===== config.mk =====
export PLATFORM = sky130hd
export DESIGN_NAME = pipeline_stall_ctrl
export DESIGN_NICKNAME = d
export VERILOG_FILES = /design/src/rtl/pipeline_stall_ctrl.sv
export SDC_FILE = /design/constraint.sdc
export NUM_CORES = 1
export LEC_CHECK = 0
export ABC_AREA = 1
export ABC_CLOCK_PERIOD_IN_PS = 1350
export CELL_PAD_IN_SITES_DETAIL_PLACEMENT = 0
export CELL_PAD_IN_SITES_GLOBAL_PLACEMENT = 1
export CORE_UTILIZATION = 33
export CTS_BUF_LIST = sky130_fd_sc_hd__clkbuf_16
export DETAILED_ROUTE_END_ITERATION = 8
export PLACE_DENSITY_LB_ADDON = 0.1
export SLEW_MARGIN = 5
export SYNTH_ARGS = -nofsm -noshare
export SYNTH_HDL_FRONTEND = slang
export SYNTH_SLANG_ARGS = --single-unit

===== constraint.sdc =====
create_clock -name clk -period 1.35 [get_ports clk]
set_clock_uncertainty 0.1 [all_clocks]
set_input_delay 0.135 -clock clk [delete_from_list [all_inputs] [get_ports clk]]
set_output_delay 0.135 -clock clk [all_outputs]
set_load 0.02 [all_outputs]

===== src/rtl/pipeline_stall_ctrl.sv =====
// Central stall controller: per-stage stall masks, MDU cycle counter and data-bus handshake FSM.
// Stall vector is combinational; counter/FSM outputs are registered. Flush aborts all sequencing.
module pipeline_stall_ctrl #(
  parameter int MUL_CYCLES  = 4,
  parameter int DIV_CYCLES  = 32,
  parameter int MEM_TIMEOUT = 255
) (
  input  logic       clk,
  input  logic       rst,
  input  logic       flush,
  input  logic       if_stall_req,
  input  logic       id_load_use_req,
  input  logic       ex_mdu_start,
  input  logic       ex_mdu_is_div,
  input  logic       mem_req,
  input  logic       dbus_ack,
  output logic       dbus_req,
  output logic       bus_error,
  output logic       mdu_busy,
  output logic       mdu_done,
  output logic [4:0] stall
);

  localparam int TW = (MEM_TIMEOUT > 1) ? $clog2(MEM_TIMEOUT + 1) : 1;

  typedef enum logic [1:0] {
    MEM_IDLE = 2'd0,
    MEM_BUSY = 2'd1,
    MEM_DONE = 2'd2
  } mem_state_t;

  mem_state_t      state_q;
  logic [TW-1:0]   tmo_q;
  logic            dbus_req_q;
  logic            bus_error_q;

  logic [5:0]      cnt_q, cnt_d;
  logic            mdu_done_q, mdu_done_d;

  logic            mdu_busy_w;
  logic            ex_req;
  logic            mem_stall_req;

  assign mdu_busy_w = (cnt_q != 6'd0);

  // MDU counter: loads N-1 on an accepted start, then counts down to idle.
  always_comb begin
    cnt_d      = cnt_q;
    mdu_done_d = 1'b0;
    if (flush) begin
      cnt_d = 6'd0;
    end else if (mdu_busy_w) begin
      cnt_d      = cnt_q - 6'd1;
      mdu_done_d = (cnt_q == 6'd1);
    end else if (ex_mdu_start) begin
      cnt_d = ex_mdu_is_div ? 6'(DIV_CYCLES - 1) : 6'(MUL_CYCLES - 1);
    end
  end

  always_ff @(posedge clk) begin
    if (!rst) begin
      cnt_q      <= 6'd0;
      mdu_done_q <= 1'b0;
    end else begin
      cnt_q      <= cnt_d;
      mdu_done_q <= mdu_done_d;
    end
  end

  // Data-bus handshake; an ack in the final timeout cycle still counts as success.
  always_ff @(posedge clk) begin
    if (!rst || flush) begin
      state_q     <= MEM_IDLE;
      tmo_q       <= '0;
      dbus_req_q  <= 1'b0;
      bus_error_q <= 1'b0;
    end else begin
      bus_error_q <= 1'b0;
      case (state_q)
        MEM_IDLE: begin
          if (mem_req) begin
            state_q    <= MEM_BUSY;
            tmo_q      <= '0;
            dbus_req_q <= 1'b1;
          end
        end
        MEM_BUSY: begin
          if (dbus_ack) begin
            state_q    <= MEM_DONE;
            dbus_req_q <= 1'b0;
          end else if (tmo_q == TW'(MEM_TIMEOUT - 1)) begin
            state_q     <= MEM_DONE;
            dbus_req_q  <= 1'b0;
            bus_error_q <= 1'b1;
          end else begin
            tmo_q <= tmo_q + 1'b1;
          end
        end
        MEM_DONE: begin
          state_q <= MEM_IDLE;
        end
        default: begin
          state_q    <= MEM_IDLE;
          dbus_req_q <= 1'b0;
        end
      endcase
    end
  end

  assign ex_req        = (ex_mdu_start & ~mdu_busy_w) | mdu_busy_w;
  assign mem_stall_req = ((state_q == MEM_IDLE) & mem_req) | (state_q == MEM_BUSY);

  always_comb begin
    stall = 5'b00000;
    if (!flush) begin
      if (if_stall_req)    stall = stall | 5'b00011;
      if (id_load_use_req) stall = stall | 5'b00111;
      if (ex_req)          stall = stall | 5'b01111;
      if (mem_stall_req)   stall = stall | 5'b11111;
    end
  end

  assign dbus_req  = dbus_req_q;
  assign bus_error = bus_error_q;
  assign mdu_busy  = mdu_busy_w;
  assign mdu_done  = mdu_done_q;

endmodule


==> results of run 1 <==
-- how the worst max path moves through the flow --
stage / from / to / slack, ps / depth (start not counted)
after global routing: cnt_q[0] / stall[2] / -430 / 10
after CTS: cnt_q[0] / stall[2] / -330 / 10
after detailed placement: mem_req / stall[3] / -540 / 6
after floorplan: cnt_q[1] / stall[1] / -190 / 10
final: cnt_q[0] / stall[2] / -340 / 10
after global placement: mem_req / stall[2] / -500 / 6
-- per-layer routing --
layer | track usage, % | vias up | part of all wire, %
met3 | 5.02 | 8 | 4.3
met5 | 0 | - | 0
li1 | - | 622 | -
met2 | 32.6 | 27 | 47
met4 | 9.86 | 0 | 2.2
met1 | 24.7 | 555 | 46
-- logic make-up after synthesis --
kind of cell	Yosys count	share of synthesized area, %
adders and majority gates	4	4.65
AOI/OAI and AO/OA	15	7.33
xor gates and xnor gates	3	2.44
DFF	19	35.3
buffers and inverters	22	8.02
and+or+nand+nor	95	42.2
-- registers in the layout, summed over array words and instances (netlist names) --
name and count:
mdu_done 1, bus_error 1, dbus_req 1, tmo_q 8, state_q 2, cnt_q 6
-- power by group --
group / internal (uW) / switching [uW]
Combinational: 410 / 377
Sequential: 597 / 25.5
Clock: 394 / 209
-- per-stage QoR --
stage	total power, uW	instance area (um2)	utilization (%)
2_1_floorplan	968	1110	-
3_3_place_gp	1260	1570	51.1
3_5_place_dp	1270	1570	51.1
4_1_cts	1980	1780	57.8
5_1_grt	2130	1920	62.4
6_report	2010	1920	62.4
-- worst register-to-register path: cells and delay by family, from the launching register on --
kind / cells / cell delay (ps)
adders and majority gates: 1 / 150
DFF: 1 / 320
and+or+nand+nor: 6 / 440
AOI/OAI and AO/OA: 1 / 30
buffers and inverters: 4 / 380
-- cell type report --
class	instances	area share (%)
Sequential cell	19	20.3
Timing Repair Buffer	58	25.5
Multi-Input combinational cell	118	42.8
Clock buffer	3	3.91
Inverter	21	4.49
Tap cell	44	2.86
Clock inverter	1	0.195
-- synthesized netlist by cell type, drive strengths merged --
cell type	number	share of area [%]
nand2	46	20
nor2	29	12
inv	20	7.0
dfxtp	19	35
nand3	11	5.1
a21oi	10	4.7
ha	4	4.7
o21ai	3	1.4
nand3b	2	1.4
nand4	2	1.2
nor3	2	0.93
or2	2	1.2
xnor2	2	1.6
buf	1	0.70
clkinv	1	0.35
nor3b	1	0.70
o21bai	1	0.70
o22ai	1	0.58
xor2	1	0.81
-- what timing repair did --
| action | CTS | global route |
|---|---|---|
| setup endpoints to repair | 22 | 24 |
| pin swaps | 11 | 13 |
| endpoints found under the hold margin | 0 | 0 |
| setup buffers | 7 | 5 |
| cloned | 1 | 0 |
| resized for setup | 60 | 34 |
==> impl_results.md, run 1 <==
* Die area at around 3500 um2
* Fin worst setup slack at -341 ps
* Worst path cell trace: inv_2 > ha_4 > nand2_4 > nor2_4 > nand2_4 > nor2_4 > inv_2 > nand2_2 > nand3_2 > buf_6
* Crit path capture type: output pin
* Worst ir drop on vdd at approximately 0.77 mV
* Commonest cells after routing, fill and taps aside: buf_4, nand2_1, nor2_1, nand2_2, dfxtp_1
* Synth-to-layout area growth at 78.6%
* Worst Hold Class: register to register
* CTS Buf Count at 3
* Fin crit share at 125%
* Achievable clock frequency at between 0.5 and 0.6 GHz
* DP Cell Count at 251
* Fill cells at 293
* MaxCap Viol Count at 0
* Pleak at ~0.00085 uW
* Initial Utilization at a little over a third
* Hold Crit Depth at 2
* Ant. Diodes at 0
* Worst min-delay path startpoint: dbus_req
* Pwr Density at around 1000 nW/um2
* Worst reg2reg path startpoint: cnt_q[0]
* Initial antenna violation count at 0
* TNS Setup at -2180 ps
* Endpoints failing setup at 14
* Bufs and invs on worst path at 3
* Vias at roughly 1200
* Synth Register Bits at 19
* R2R Setup Slk at -190 ps
* Status: finished with violations
* Insertion delay to the later sink of the worst-skew pair at 250 ps
* Worst-margin pin slew at roughly 240 ps
* Gate Count Post-Synth at 158
* Worst rel slew slack at about 84%
* Commonest non-fill, non-tap cell in the layout: buf_4
* Area of the multi-input gates at between 800 and 900 um2
* Routed WL at between 3 and 4 mm
* CP top delay family: simple AND/OR/NAND/NOR gates
* Top Ports at 18
* TritonRoute pass-1 iters at 4
* Tot GR Track Use at about a fifth
* Hold Vio Cnt, Final at 0
* H-Tree Depth at 1
* Clock Path Buffers at 2
* Reg2Reg Depth at 12
* Clk root buf: clkbuf_16
* # DRC at 0
* Detailed router's first-iteration violation count at 31
* Core footprint at between 3000 and 4000 um2
* Post-place setup slack at -538 ps
* Non-filler cells, final at about 260
* Final Max Slew Viols at 0
* CTS clk-pin slew, worst paths at roughly 50 ps
* Worst path slowest cell: dfxtp_2
* Count of input and output buffers at 17
* Vias in the first global route at roughly 1200
* Pin count of the biggest net entering global routing at 11
* Sequential area share after synthesis at between 30 and 40%
* Die Y at between 50 and 60 um
* Register Area at between 300 and 400 um2
* Warnings, synthesis at 0
* Row cnt at 20
* Max stage delay on crit path at between 300 and 400 ps
* Final Critical Period at 1690 ps
* Avg Cell Area, Syn at approximately 7 um2
* Vias per cell at 4.59
* Layout cells sized above 1 at between 50% and 60%
* End of the worst hold path: dbus_req
* CTS hold repair buffers at 0
* Worst-path maximum fanout at 3
* First-pass GRT wire length at just over 5 mm
* Failing checks: setup timing
* Final #Nets at between 200 and 250
* Mapped cell area at between 1000 and 1500 um2
* Gp weighted congestion at between 0.8 and 0.9
* Dpl hpwl at between 2 and 2.5 mm
* WL/cell at about 12 um
* RSZ-0062 raised after global routing: yes
* R2R Path End: cnt_q[1]
* CTS tree: yes
* Netlist cell types at 25
* Remaining antenna violation count at 0
* Syn_nets at between 150 and 200
* Critical setup path kind: register to output pin
* Arrival @ worst endpoint at roughly 1500 ps
* Critical Path RT at around 1100 ps
* Die width at between 50 and 60 um
* WHS at 380 ps
* Total grt overflow at 0
* CTS sink cnt at 19
* Worst Setup Start Kind: register
No activity file was read; power rests on OpenSTA's default activity.
==> run 2, diff against run 1 <==
--- a/config.mk
+++ b/config.mk
@@ -7,6 +7,7 @@
 export LEC_CHECK = 0
 export ABC_AREA = 1
 export ABC_CLOCK_PERIOD_IN_PS = 1350
+export CAP_MARGIN = 40
 export CELL_PAD_IN_SITES_DETAIL_PLACEMENT = 0
 export CELL_PAD_IN_SITES_GLOBAL_PLACEMENT = 1
 export CORE_UTILIZATION = 33
@@ -17,3 +18,4 @@
 export SYNTH_ARGS = -nofsm -noshare
 export SYNTH_HDL_FRONTEND = slang
 export SYNTH_SLANG_ARGS = --single-unit
+export TNS_END_PERCENT = 10
==> run 2 against run 1 <==
  * The flow still finishes with violations (setup timing)
  * Via count down 5.2%
  * Final cell count down 1.5%
  * Wire length down 11%
  * Setup slack better by 4.5 ps
  * Die area unchanged
  * Global-route usage down 1.8 points
  * Critical endpoint unchanged
  * Largest cell class unchanged
==> impl_results.md, run 2 (synthesized netlist as in run 1, its figures left out) <==
* Register Area at 385 um2 (was 390 um2)
* Final #Nets at 230 (was 234)
* Register share of total power at 32.1% (was 30.9%)
* Total grt overflow at 0 (unchanged)
* MaxCap Viol Count at 0 (unchanged)
* Worst Hold Class: register to register (unchanged)
* TNS Setup at -1690 ps (was -2180 ps)
* Failing checks: setup timing (unchanged)
* Die Y at 59.1 um (unchanged)
* Vias in the first global route at 1152 (was 1183)
* Worst-path maximum fanout at 3 (unchanged)
* Count of input and output buffers at 17 (unchanged)
* Core Util, Final at 57.1% (was 62.4%)
* Worst min-delay path startpoint: dbus_req (unchanged)
* Worst path cell trace: inv_2 > ha_4 > nand2_4 > nor2_4 > nand2_4 > nor2_4 > inv_2 > nand2_2 > nand3_2 > buf_6 (unchanged)
* Initial Utilization at 35.0% (unchanged)
* Achievable clock frequency at 0.593 GHz (was 0.591 GHz)
* Critical Path Stages at 10 (unchanged)
* Final Max Slew Viols at 0 (unchanged)
* Area of the multi-input gates at 707 um2 (was 822 um2)
* Switching share of power at 30.7% (was 30.4%)
* Clk root buf: clkbuf_16 (unchanged)
* Routed WL at 2.77 mm (was 3.13 mm)
* Worst Setup Start Kind: register (unchanged)
* Pwr Total at 1940 uW (was 2010 uW)
* Initial antenna violation count at 0 (unchanged)
* Fin worst setup slack at -337 ps (was -341 ps)
* P_int at 1350 uW (was 1400 uW)
* Detailed router's first-iteration violation count at 29 (was 31)
* Insertion delay to the later sink of the worst-skew pair at 250 ps (about the same)
* Ant. Diodes at 0 (unchanged)
* Endpoints failing setup at 13 (was 14)
* Clock Path Buffers at 2 (unchanged)
* CTS sink cnt at 19 (unchanged)
* Arrival @ worst endpoint at 1450 ps (was 1460 ps)
* Fill cells at 312 (was 293)
* Top Ports at 18 (unchanged)
* R2R Setup Slk at -90 ps (was -190 ps)
* Worst path slowest cell: dfxtp_2 (unchanged)
* Layout cells sized above 1 at 42.6% (was 51.4%)
* Combinational share of power at 36.1% (was 39.1%)
* Critical Path RT at 1120 ps (about the same)
* Clock power frac at 31.8% (was 30.0%)
* Reg2Reg Depth at 10 (was 12)
* Pleak at 0.000790 uW (was 0.000853 uW)
* Worst ir drop on vdd at 0.606 mV (was 0.766 mV)
* Die width at 59.1 um (unchanged)
* Tot GR Track Use at 18.3% (was 20.1%)
* R2R Path End: cnt_q[1] (unchanged)
* Worst setup startpoint: cnt_q[0] (unchanged)
* Gp weighted congestion at 0.808 (was 0.853)
* CP top delay family: simple AND/OR/NAND/NOR gates (unchanged)
* Row cnt at 20 (unchanged)
* Biggest regs: tmo_q: 8 flops, cnt_q: 6 flops, state_q: 2 flops (unchanged)
* Critical setup path kind: register to output pin (unchanged)
* CTS hold repair buffers at 0 (unchanged)
* Pin count of the biggest net entering global routing at 11 (unchanged)
* Vias at 1149 (was 1212)
* Final Critical Period at 1690 ps (about the same)
* Worst rel slew slack at 81.2% (was 83.9%)
* Worst reg2reg path startpoint: cnt_q[0] (unchanged)
* Commonest cells after routing, fill and taps aside: buf_4, nand2_1, nor2_1, dfxtp_1, inv_1 (was buf_4, nand2_1, nor2_1, nand2_2, dfxtp_1)
* Commonest non-fill, non-tap cell in the layout: buf_4 (unchanged)
* Dpl hpwl at 2.07 mm (was 2.18 mm)
* Post-DP Area at 1570 um2 (unchanged)
* TritonRoute pass-1 iters at 4 (unchanged)
* Fin crit share at 125% (about the same)
* Critical Path Sink: stall[2] (unchanged)
* RSZ-0062 raised after global routing: yes (unchanged)
* Crit path capture type: output pin (unchanged)
* Vias per cell at 4.42 (was 4.59)
* First-pass GRT wire length at 4.79 mm (was 5.13 mm)
* Sw power at 596 uW (was 612 uW)
* Status: finished with violations (unchanged)
* Die area at 3490 um2 (unchanged)
* H-Tree Depth at 1 (unchanged)
* CTS clk-pin slew, worst paths at 60 ps (was 50 ps)
* Pwr Density at 1110 nW/um2 (was 1050 nW/um2)
* Bufs and invs on worst path at 3 (unchanged)
* Hold Vio Cnt, Final at 0 (unchanged)
* Biggest register: tmo_q (unchanged)
* WL/cell at 10.7 um (was 11.9 um)
* Max reg flops at 8 (unchanged)
* Worst-margin pin slew at 281 ps (was 240 ps)
* Synth-to-layout area growth at 63.3% (was 78.6%)
* CTS Buf Count at 3 (unchanged)
* # DRC at 0 (unchanged)
* Core footprint at 3080 um2 (unchanged)
* Max stage delay on crit path at 320 ps (about the same)
* CTS tree: yes (unchanged)
* Remaining antenna violation count at 0 (unchanged)
* Finished Cell Area at 1760 um2 (was 1920 um2)
-- run 2: how the worst min path moves through the flow --
stage	end	slack, ps	depth (start not counted)
after floorplan	bus_error	110	1
after global placement	dbus_req	360	2
after detailed placement	dbus_req	350	2
after CTS	dbus_req	360	2
after global routing	dbus_req	400	2
final	dbus_req	370	2
-- run 2: area by class of cell --
cell class	instances	share of cell area, %
clock buffer	3	4.27
clock inverter	1	0.214
tap	44	3.13
multi-input combinational	117	40.2
timing repair buffer	55	25.6
inverter	21	4.63
sequential	19	21.9
-- run 2: metal layers --
layer	vias up	share of wire, %	global-route usage [%]
met5	-	0	0
met4	0	1.0	7.82
met3	2	2.2	2.62
met2	16	45	29.2
met1	515	51	24.5
li1	616	-	-
-- run 2: timing repair --
item	in CTS	in global routing
buffers inserted	2	2
pin swaps	4	5
gates resized for setup	47	14
setup endpoints to repair	22	23
-- run 2: power groups by stage --
stage | clock [uW] | combinational [uW] | sequential [uW]
detailed placement | 0 | 619 | 632
CTS | 628 | 647 | 623
global route | 664 | 773 | 627
finish | 617 | 702 | 623
floorplan | 0 | 325 | 638
global placement | 0 | 611 | 632
-- run 2: worst min-delay path, delay by kind of cell, from the launching register on --
| family | cells | cell delay (ps) |
|---|---|---|
| compound gates | 1 | 50 |
| simple gates | 1 | 70 |
| flops | 1 | 300 |
-- run 2: metrics by stage --
stage,hold WS [ps],std cells,setup slack [ps]
finish,368,260,-337
floorplan,114,158,-192
CTS,356,258,-347
global placement,356,252,-528
global route,402,260,-419
detailed placement,350,252,-524
